**config.mk**
```make
export PLATFORM = sky130hd
export DESIGN_NAME = mux_stream_packer
export DESIGN_NICKNAME = d
export VERILOG_FILES = /design/src/rtl/mux_stream_packer.sv
export SDC_FILE = /design/constraint.sdc
export NUM_CORES = 1
export LEC_CHECK = 0
export ABC_AREA = 1
export BUFFER_PORTS_ARGS = -buffer_cell sky130_fd_sc_hd__buf_2
export CAP_MARGIN = 20
export CORE_MARGIN = 4
export CORE_UTILIZATION = 57
export DETAILED_ROUTE_END_ITERATION = 10
export PLACE_DENSITY = 0.78
export SLEW_MARGIN = 10
export SYNTH_ARGS = -nofsm -noshare
export SYNTH_HDL_FRONTEND = slang
export SYNTH_SLANG_ARGS = --single-unit
```
**constraint.sdc**
```tcl
create_clock -name clk -period 1.8 [get_ports clk]
set_input_delay 0.45 -clock clk [delete_from_list [all_inputs] [get_ports clk]]
set_output_delay 0.45 -clock clk [all_outputs]
set_load 0.02 [all_outputs]
```
**src/rtl/mux_stream_packer.sv**
```systemverilog
`default_nettype none
// ============================================================================
// Module      : mux_stream_packer
// Description : Packs consecutive 2-bit mux symbols LSB-first into words of
//               SYMBOLS symbols and queues them in a show-ahead FIFO for a
//               ready/valid consumer. When the FIFO has no room for a word,
//               that word is dropped and a sticky overflow flag is raised.
// Revision    : 1.0 - initial release
// ============================================================================
module mux_stream_packer #(
  parameter int SYMBOLS = 4,
  parameter int DEPTH   = 2
) (
  input  logic                         clk,
  input  logic                         reset,
  input  logic                         valid_in,
  input  logic [1:0]                   data_in,
  input  logic                         ready_out,
  output logic [2*SYMBOLS-1:0]         data_out,
  output logic                         valid_out,
  output logic [$clog2(DEPTH):0]       occupancy,
  output logic [$clog2(SYMBOLS)-1:0]   sym_count,
  output logic                         overflow
);

  localparam int W  = 2 * SYMBOLS;
  localparam int CW = $clog2(SYMBOLS);
  localparam int PW = $clog2(DEPTH);
  localparam int OW = PW + 1;

  localparam logic [1:0] S_EMPTY   = 2'd0;
  localparam logic [1:0] S_PARTIAL = 2'd1;
  localparam logic [1:0] S_FULL    = 2'd2;

  logic [W-1:0]  r_acc;
  logic [CW-1:0] r_sym_count;
  logic [W-1:0]  r_mem [DEPTH];
  logic [PW-1:0] r_wr_ptr;
  logic [PW-1:0] r_rd_ptr;
  logic [OW-1:0] r_occ;
  logic [W-1:0]  r_data_out;
  logic          r_overflow;
  logic [1:0]    r_state;

  logic [1:0]    w_state_next;
  logic [W-1:0]  w_word;
  logic          w_last;
  logic          w_full;
  logic          w_pop;
  logic          w_push_ok;
  logic          w_drop;
  logic [PW-1:0] w_rd_next;
  logic [OW-1:0] w_occ_next;

  // The completed word takes the live symbol in its slot, so the final
  // symbol does not have to pass through the accumulator first.
  genvar k;
  generate
    for (k = 0; k < SYMBOLS; k++) begin : g_slot
      assign w_word[2*k +: 2] = (r_sym_count == CW'(k)) ? data_in : r_acc[2*k +: 2];
    end
  endgenerate

  assign w_last    = valid_in && (r_sym_count == CW'(SYMBOLS - 1));
  assign w_pop     = valid_out && ready_out;
  assign w_push_ok = w_last && (!w_full || w_pop);
  assign w_drop    = w_last && w_full && !w_pop;
  assign w_rd_next = w_pop ? r_rd_ptr + PW'(1) : r_rd_ptr;

  // Next occupancy from the accepted push and the pop.
  always_comb begin
    w_occ_next = r_occ;
    if (w_push_ok && !w_pop) begin
      w_occ_next = r_occ + OW'(1);
    end else if (!w_push_ok && w_pop) begin
      w_occ_next = r_occ - OW'(1);
    end
  end

  // Partial-word accumulator and symbol counter.
  always_ff @(posedge clk or posedge reset) begin
    if (reset) begin
      r_acc       <= '0;
      r_sym_count <= '0;
    end else if (valid_in) begin
      r_acc       <= w_last ? '0 : w_word;
      r_sym_count <= w_last ? '0 : r_sym_count + CW'(1);
    end
  end

  // FIFO storage write; entries carry no reset because occupancy guards them.
  always_ff @(posedge clk) begin
    if (w_push_ok) begin
      r_mem[r_wr_ptr] <= w_word;
    end
  end

  // Pointers, occupancy, registered head word and sticky overflow.
  always_ff @(posedge clk or posedge reset) begin
    if (reset) begin
      r_wr_ptr   <= '0;
      r_rd_ptr   <= '0;
      r_occ      <= '0;
      r_data_out <= '0;
      r_overflow <= 1'b0;
    end else begin
      if (w_push_ok) begin
        r_wr_ptr <= r_wr_ptr + PW'(1);
      end
      r_rd_ptr <= w_rd_next;
      r_occ    <= w_occ_next;
      if (w_drop) begin
        r_overflow <= 1'b1;
      end
      // The new head is the incoming word only when the read pointer lands on
      // the slot being written this cycle; otherwise it is already in memory.
      if (w_occ_next == '0) begin
        r_data_out <= '0;
      end else if (w_push_ok && (w_rd_next == r_wr_ptr)) begin
        r_data_out <= w_word;
      end else begin
        r_data_out <= r_mem[w_rd_next];
      end
    end
  end

  // FIFO status state register.
  always_ff @(posedge clk or posedge reset) begin
    if (reset) begin
      r_state <= S_EMPTY;
    end else begin
      r_state <= w_state_next;
    end
  end

  // FIFO status next-state logic.
  always_comb begin
    w_state_next = r_state;
    case (r_state)
      S_EMPTY: begin
        if (w_push_ok && !w_pop) w_state_next = S_PARTIAL;
      end
      S_PARTIAL: begin
        if (w_occ_next == OW'(DEPTH))  w_state_next = S_FULL;
        else if (w_occ_next == '0)     w_state_next = S_EMPTY;
      end
      S_FULL: begin
        if (w_pop && !w_push_ok) w_state_next = S_PARTIAL;
      end
      default: w_state_next = S_EMPTY;
    endcase
  end

  // FIFO status outputs decoded from the state register.
  always_comb begin
    valid_out = (r_state != S_EMPTY);
    w_full    = (r_state == S_FULL);
  end

  assign data_out  = r_data_out;
  assign occupancy = r_occ;
  assign sym_count = r_sym_count;
  assign overflow  = r_overflow;

endmodule
`default_nettype wire

```
==> results of run 1 <==
==> power by group through the flow <==
stage / logic [uW] / registers [uW] / clock network, uW
after detailed placement: 1590 / 1440 / 0
after global routing: 1840 / 1460 / 531
after global placement: 1560 / 1430 / 0
after CTS: 1590 / 1420 / 481
final: 1590 / 1430 / 472
after floorplan: 1020 / 1580 / 0
==> registers in the layout, summed over array words and instances, names as in the netlist <==
| name | flops |
|---|---|
| occupancy | 2 |
| r_wr_ptr | 1 |
| r_rd_ptr | 1 |
| r_mem | 16 |
| sym_count | 2 |
| overflow | 1 |
| data_out | 8 |
| r_acc | 8 |
| r_state | 2 |
==> cell families after synthesis <==
group	synth area share [%]
adder cells (fa/ha/maj)	2.61
flip-flops	57.7
AND/OR/NAND/NOR	26.2
AO/OA/AOI/OAI	6.79
buffers and inverters	6.66
==> Yosys cell counts, drive strengths merged <==
| library cell | count | share of area (%) |
|---|---|---|
| inv | 27 | 5.4 |
| ha | 4 | 2.6 |
| clkinv | 1 | 0.46 |
| o21ai | 21 | 5.9 |
| nand3 | 27 | 7.3 |
| dfrtp | 25 | 33 |
| buf | 1 | 0.59 |
| nand4 | 2 | 0.98 |
| edfxtp | 16 | 25 |
| a31o | 1 | 0.46 |
| a21oi | 1 | 0.46 |
| clkbuf | 1 | 0.20 |
| nor2 | 8 | 1.6 |
| nand2 | 77 | 16 |
==> path summary, 6_finish.rpt <==
check,startpoint,end,slack (ns),cells after the start
worst max-delay path,sym_count[0],data_out[1],0.17,9
worst min-delay path,reset,r_rd_ptr,0.11,3
min in group clk,valid_in,r_acc[4],0.45,3
worst min register to register,overflow,overflow,0.48,1
max in group asynchronous,reset,sym_count[1],1.44,3
worst max register to register,sym_count[0],data_out[1],0.17,9
==> layer usage <==
layer | vias to the layer above | track usage, %
met2 | 31 | 27.4
met5 | - | 0
met1 | 609 | 24.3
met3 | 8 | 5.44
met4 | 0 | 10.2
li1 | 743 | -
==> worst min-delay path, cell delays in order <==
cell and delay [ns]:
buf_2 0.09, inv_1 0.04, buf_4 0.30
==> area by class of cell <==
type / instances / share of cell area (%)
flip-flops and latches: 41 / 50.8
multi-input cells: 141 / 32.1
repair buffers: 26 / 6.78
inverters: 28 / 5.17
clock buffers: 8 / 2.70
well taps: 44 / 2.53
==> repair_timing <==
item,in CTS,in global routing
setup endpoints to repair,0,8
gates resized for setup,0,2
hold buffers,0,0
setup buffers,0,1
==> stage by stage <==
stage | util (%) | area [um^2] | setup TNS, ns | std cells | setup slack [ns]
after floorplan | - | 1920 | 0 | 212 | 0.0121
after global placement | 67.1 | 2100 | 0 | 279 | 0.160
after detailed placement | 67.1 | 2100 | 0 | 279 | 0.0836
after CTS | 69.0 | 2160 | 0 | 287 | 0.0800
after global routing | 69.6 | 2180 | -0.0585 | 288 | -0.0356
final | 69.6 | 2180 | 0 | 288 | 0.174
==> results_dict.tcl, run 1 <==
set metrics [dict create \
    coreArea_um2 3130 \
    setup-violations-final 0 \
    power_density_nw_per_um2 1600 \
    cts_sinks 41 \
    die_area_um2 4350 \
    criticalPathCategory "register to register" \
    max-cap-violations 0 \
    p_leak_uw 0.00112 \
    syn_to_final_growth_pct 13.6 \
    dp_hpwl_mm 2.46 \
    row_count 20 \
    p_int_uw 1990 \
    wl_met1_mm 1.65 \
    clkPwrFrac_pct 13.5 \
    startpoint_type "register" \
    vias 1391 \
    htreeDepth 2 \
    fillers 245 \
    met3_length_um 198 \
    drc 0 \
    whs_ns 0.114 \
    vias_per_cell 4.83 \
    ant_nets 0 \
    endpoint_kind "register" \
    synth_seq_cells 41 \
    final_common_cell "nand2_1" \
    finalCritPeriodShare_pct 90.4 \
    worst_ep_required_time_ns 2.07 \
    nets 253 \
    slowest_stage "dfrtp_1" \
    grt_pass1_vias 1277 \
    ios 20 \
    seqCellArea_um2 1110 \
    arrival_ns 1.89 \
    critPathTopFamily "simple AND/OR/NAND/NOR gates" \
    slew_headroom_pct 66.7 \
    tightestPinTransition_ns 0.495 \
    grt_max_degree 26 \
    path_max_fanout 10 \
    status "finished, final reports clean" \
    hold_violations 0 \
    max-clock-path-buffers 2 \
    wl_mm 3.31 \
    clk_latency_ns 0.36 \
    clk_pin_slew_worst_paths_ns 0.11 \
    critPathMaxStageDelay_ns 0.45 \
    fp.dieH_um 66.0 \
    seqPwrFrac_pct 40.9 \
    ys_warn_count 0 \
    cts_tree "yes" \
    track_usage_pct 18.5 \
    port_buffers 19 \
    p_comb_share_pct 45.6 \
    syn-instance-count 212 \
    numCtsBuffers 5 \
    n_antenna_cell 0 \
    synth_area_um2 1920 \
    drt-pass1-iter-count 4 \
    max_freq_ghz 0.615 \
    highest_layer "met4" \
    mostFrequentLayoutCells "71 x nand2_1, 26 x nand3_1, 25 x dfrtp_1, 24 x inv_1, 19 x buf_2" \
    syn-num-nets 222 \
    gp_congestion 0.887 \
    critPathBufInv 2 \
    syn_avg_cell_area_um2 9.04 \
    wl_met2_mm 1.40 \
    fin_total_pwr_uw 3490 \
    hold_class "input pin to async pin" \
    initial_core_util_pct 61.3 \
    switching_share_pct 42.8 \
    multi_input_area_um2 698 \
    antenna_found_initial 0 \
    die_x_um 66.0 \
    gr-total-overflow 0 \
    drtIter0Drc 99 \
    ir_drop_mv 0.881 \
    wl_per_cell_um 11.5 \
    synth_seq_area_share_pct 57.7 \
    period_needed_ns 1.63 \
    ys_types 22 \
    fin_skew_ns 0.0123 \
    crit_chain "ha_4 -> nand2_4 -> clkinv_4 -> nand3_1 -> nor2_1 -> a21oi_2 -> nand2_2 -> nand2_1 -> inv_1" \
    finalMaxSlewViolations 0 \
    grt_pass1_wl_mm 5.79 \
    root_buffer "clkbuf_4" \
    drive_gt1_share_pct 20.5 \
    p_switching_uw 1490 \
]
No activity file was read; power rests on OpenSTA's default activity.
==> inputs of run 2 (changes only) <==
BUFFER_PORTS_ARGS = unset   (was -buffer_cell sky130_fd_sc_hd__buf_2)
CORE_UTILIZATION = 62   (was 57)
DONT_BUFFER_PORTS = 1   (was unset)
==> run 2 against run 1 <==
Effect of this change: wire length rose by 12%; clock-buffer cell count fell by 1; clock skew fell by 0.0029 ns; setup slack got worse by 0.026 ns; flip-flop and latch count did not move; worst hold slack got worse by 0.082 ns; highest routed layer unchanged; critical endpoint is now data_out[3]; fmax fell by 1.6%; power fell by 2.4%; via count rose by 2.7%.
==> results_dict.tcl, run 2 (synthesis gave the netlist of run 1 again) <==
set metrics [dict create \
    nets 233 \
    cts_tree "yes" \
    design_area_um2 2050 \
    power_density_nw_per_um2 1660 \
    max-clock-path-buffers 2 \
    arrival_ns 1.90 \
    rsz0062_at_grt "false" \
    max-cap-violations 0 \
    status "finished, final reports clean" \
    track_usage_pct 21.4 \
    wl_mm 3.69 \
    fin_ws_ns 0.148 \
    numCtsBuffers 5 \
    n_antenna_cell 0 \
    die_area_um2 4040 \
    vias 1428 \
    finalMaxSlewViolations 0 \
    row_count 19 \
    final_cells 255 \
    wl_per_cell_um 14.5 \
    ant_nets 0 \
    slew_headroom_pct 61.7 \
    period_needed_ns 1.65 \
    drive_gt1_share_pct 13.8 \
    final_common_cell "nand2_1" \
    antenna_found_initial 0 \
    startpoint_type "register" \
    highest_layer "met4" \
    coreArea_um2 2850 \
    drt-pass1-iter-count 4 \
    max_freq_ghz 0.605 \
    rr_startpoint "sym_count[0]" \
    grt_pass1_wl_mm 6.58 \
    wl_met1_mm 1.62 \
    clk_latency_ns 0.35 \
    gr-total-overflow 0 \
    gp_congestion 0.779 \
    largest_reg_flops 16 \
    tns_ns 0 \
    grt_pass1_vias 1423 \
    ios 20 \
    finalCritPeriodShare_pct 91.8 \
    wl_met2_mm 1.79 \
    rr_worst_depth 11 \
    place_inst 247 \
    p_leak_uw 0.00102 \
    cts.hold.buffers_added 0 \
    fillers 213 \
    initial_core_util_pct 67.2 \
    hold_violations 0 \
    startpoint "sym_count[0]" \
    drtIter0Drc 74 \
    met3_length_um 213 \
    port_buffers 0 \
    criticalPathCategory "register to register" \
    top_register "r_mem" \
    endpoint_kind "register" \
    setup-violations-final 0 \
    path_max_fanout 10 \
    dp_hpwl_mm 2.58 \
    syn_to_final_growth_pct 7.05 \
    drc 0 \
    worst_ep_required_time_ns 2.05 \
    hold_class "input pin to async pin" \
    die_x_um 63.6 \
    cts_sinks 41 \
    mostFrequentLayoutCells "71 x nand2_1, 25 x nand3_1, 25 x dfrtp_1, 24 x inv_1, 16 x edfxtp_1" \
    ir_drop_mv 0.970 \
    placed_area_um2 1990 \
    tightestPinTransition_ns 0.568 \
    vias_per_cell 5.60 \
    root_buffer "clkbuf_4" \
    preCtsSetupSlack_ns 0.0823 \
    htreeDepth 2 \
    clk_pin_slew_worst_paths_ns 0.11 \
    grt_max_degree 26 \
    fp.dieH_um 63.6 \
    fin_skew_ns 0.00947 \
]
[run 2: power by group]
part / total (uW) / internal, uW / switching, uW
Sequential: 1570 / 1290 / 278
Clock: 430 / 150 / 280
Combinational: 1410 / 435 / 971
[run 2: routing by layer]
metal	GRT usage (%)	vias to the layer above
met2	35.1	38
met5	0	-
met3	6.57	9
li1	-	706
met4	7.82	0
met1	26.7	675
[run 2: worst paths after layout]
kind / endpoint / slack [ns]
min: sym_count[0] / 0.03
max reg2reg: data_out[3] / 0.15
min in group clk: sym_count[0] / 0.19
max: data_out[3] / 0.15
min reg2reg: r_acc[7] / 0.50
max in group asynchronous: r_acc[3] / 1.52
[run 2: critical path, stage by stage, from the launching register on]
cell	delay [ns]
dfrtp_1	0.37
ha_2	0.24
nand2_4	0.09
clkinv_4	0.08
o21ai_2	0.06
buf_4	0.15
inv_4	0.11
nand3_2	0.20
nand2_1	0.12
nand2_1	0.05
nand2_1	0.05
inv_1	0.04
[run 2: area by class of cell]
class | instances | area (um^2) | share of cell area (%)
flip-flops and latches | 41 | 1110 | 53.9
multi-input cells | 141 | 701 | 34.1
inverters | 28 | 113 | 5.49
clock buffers | 7 | 45.0 | 2.20
repair buffers | 6 | 45.0 | 2.20
well taps | 31 | 38.8 | 1.89
clock inverters | 1 | 3.75 | 0.183
[run 2: stage by stage]
| stage | util [%] | total power (uW) | hold slack [ns] |
|---|---|---|---|
| 4_1_cts | 71.4 | 3400 | 0.0249 |
| 3_3_place_gp | 69.7 | 2880 | 0.408 |
| 3_5_place_dp | 69.7 | 2970 | 0.413 |
| 2_1_floorplan | - | 2600 | 0.457 |
| 5_1_grt | 71.9 | 3730 | 0.0289 |
| 6_report | 71.9 | 3400 | 0.0313 |
[run 2: repair_timing]
action	CTS	global route
endpoints found under the setup margin	0	26
setup buffers	0	0
hold endpoints to repair	0	0
gates resized for setup	0	7
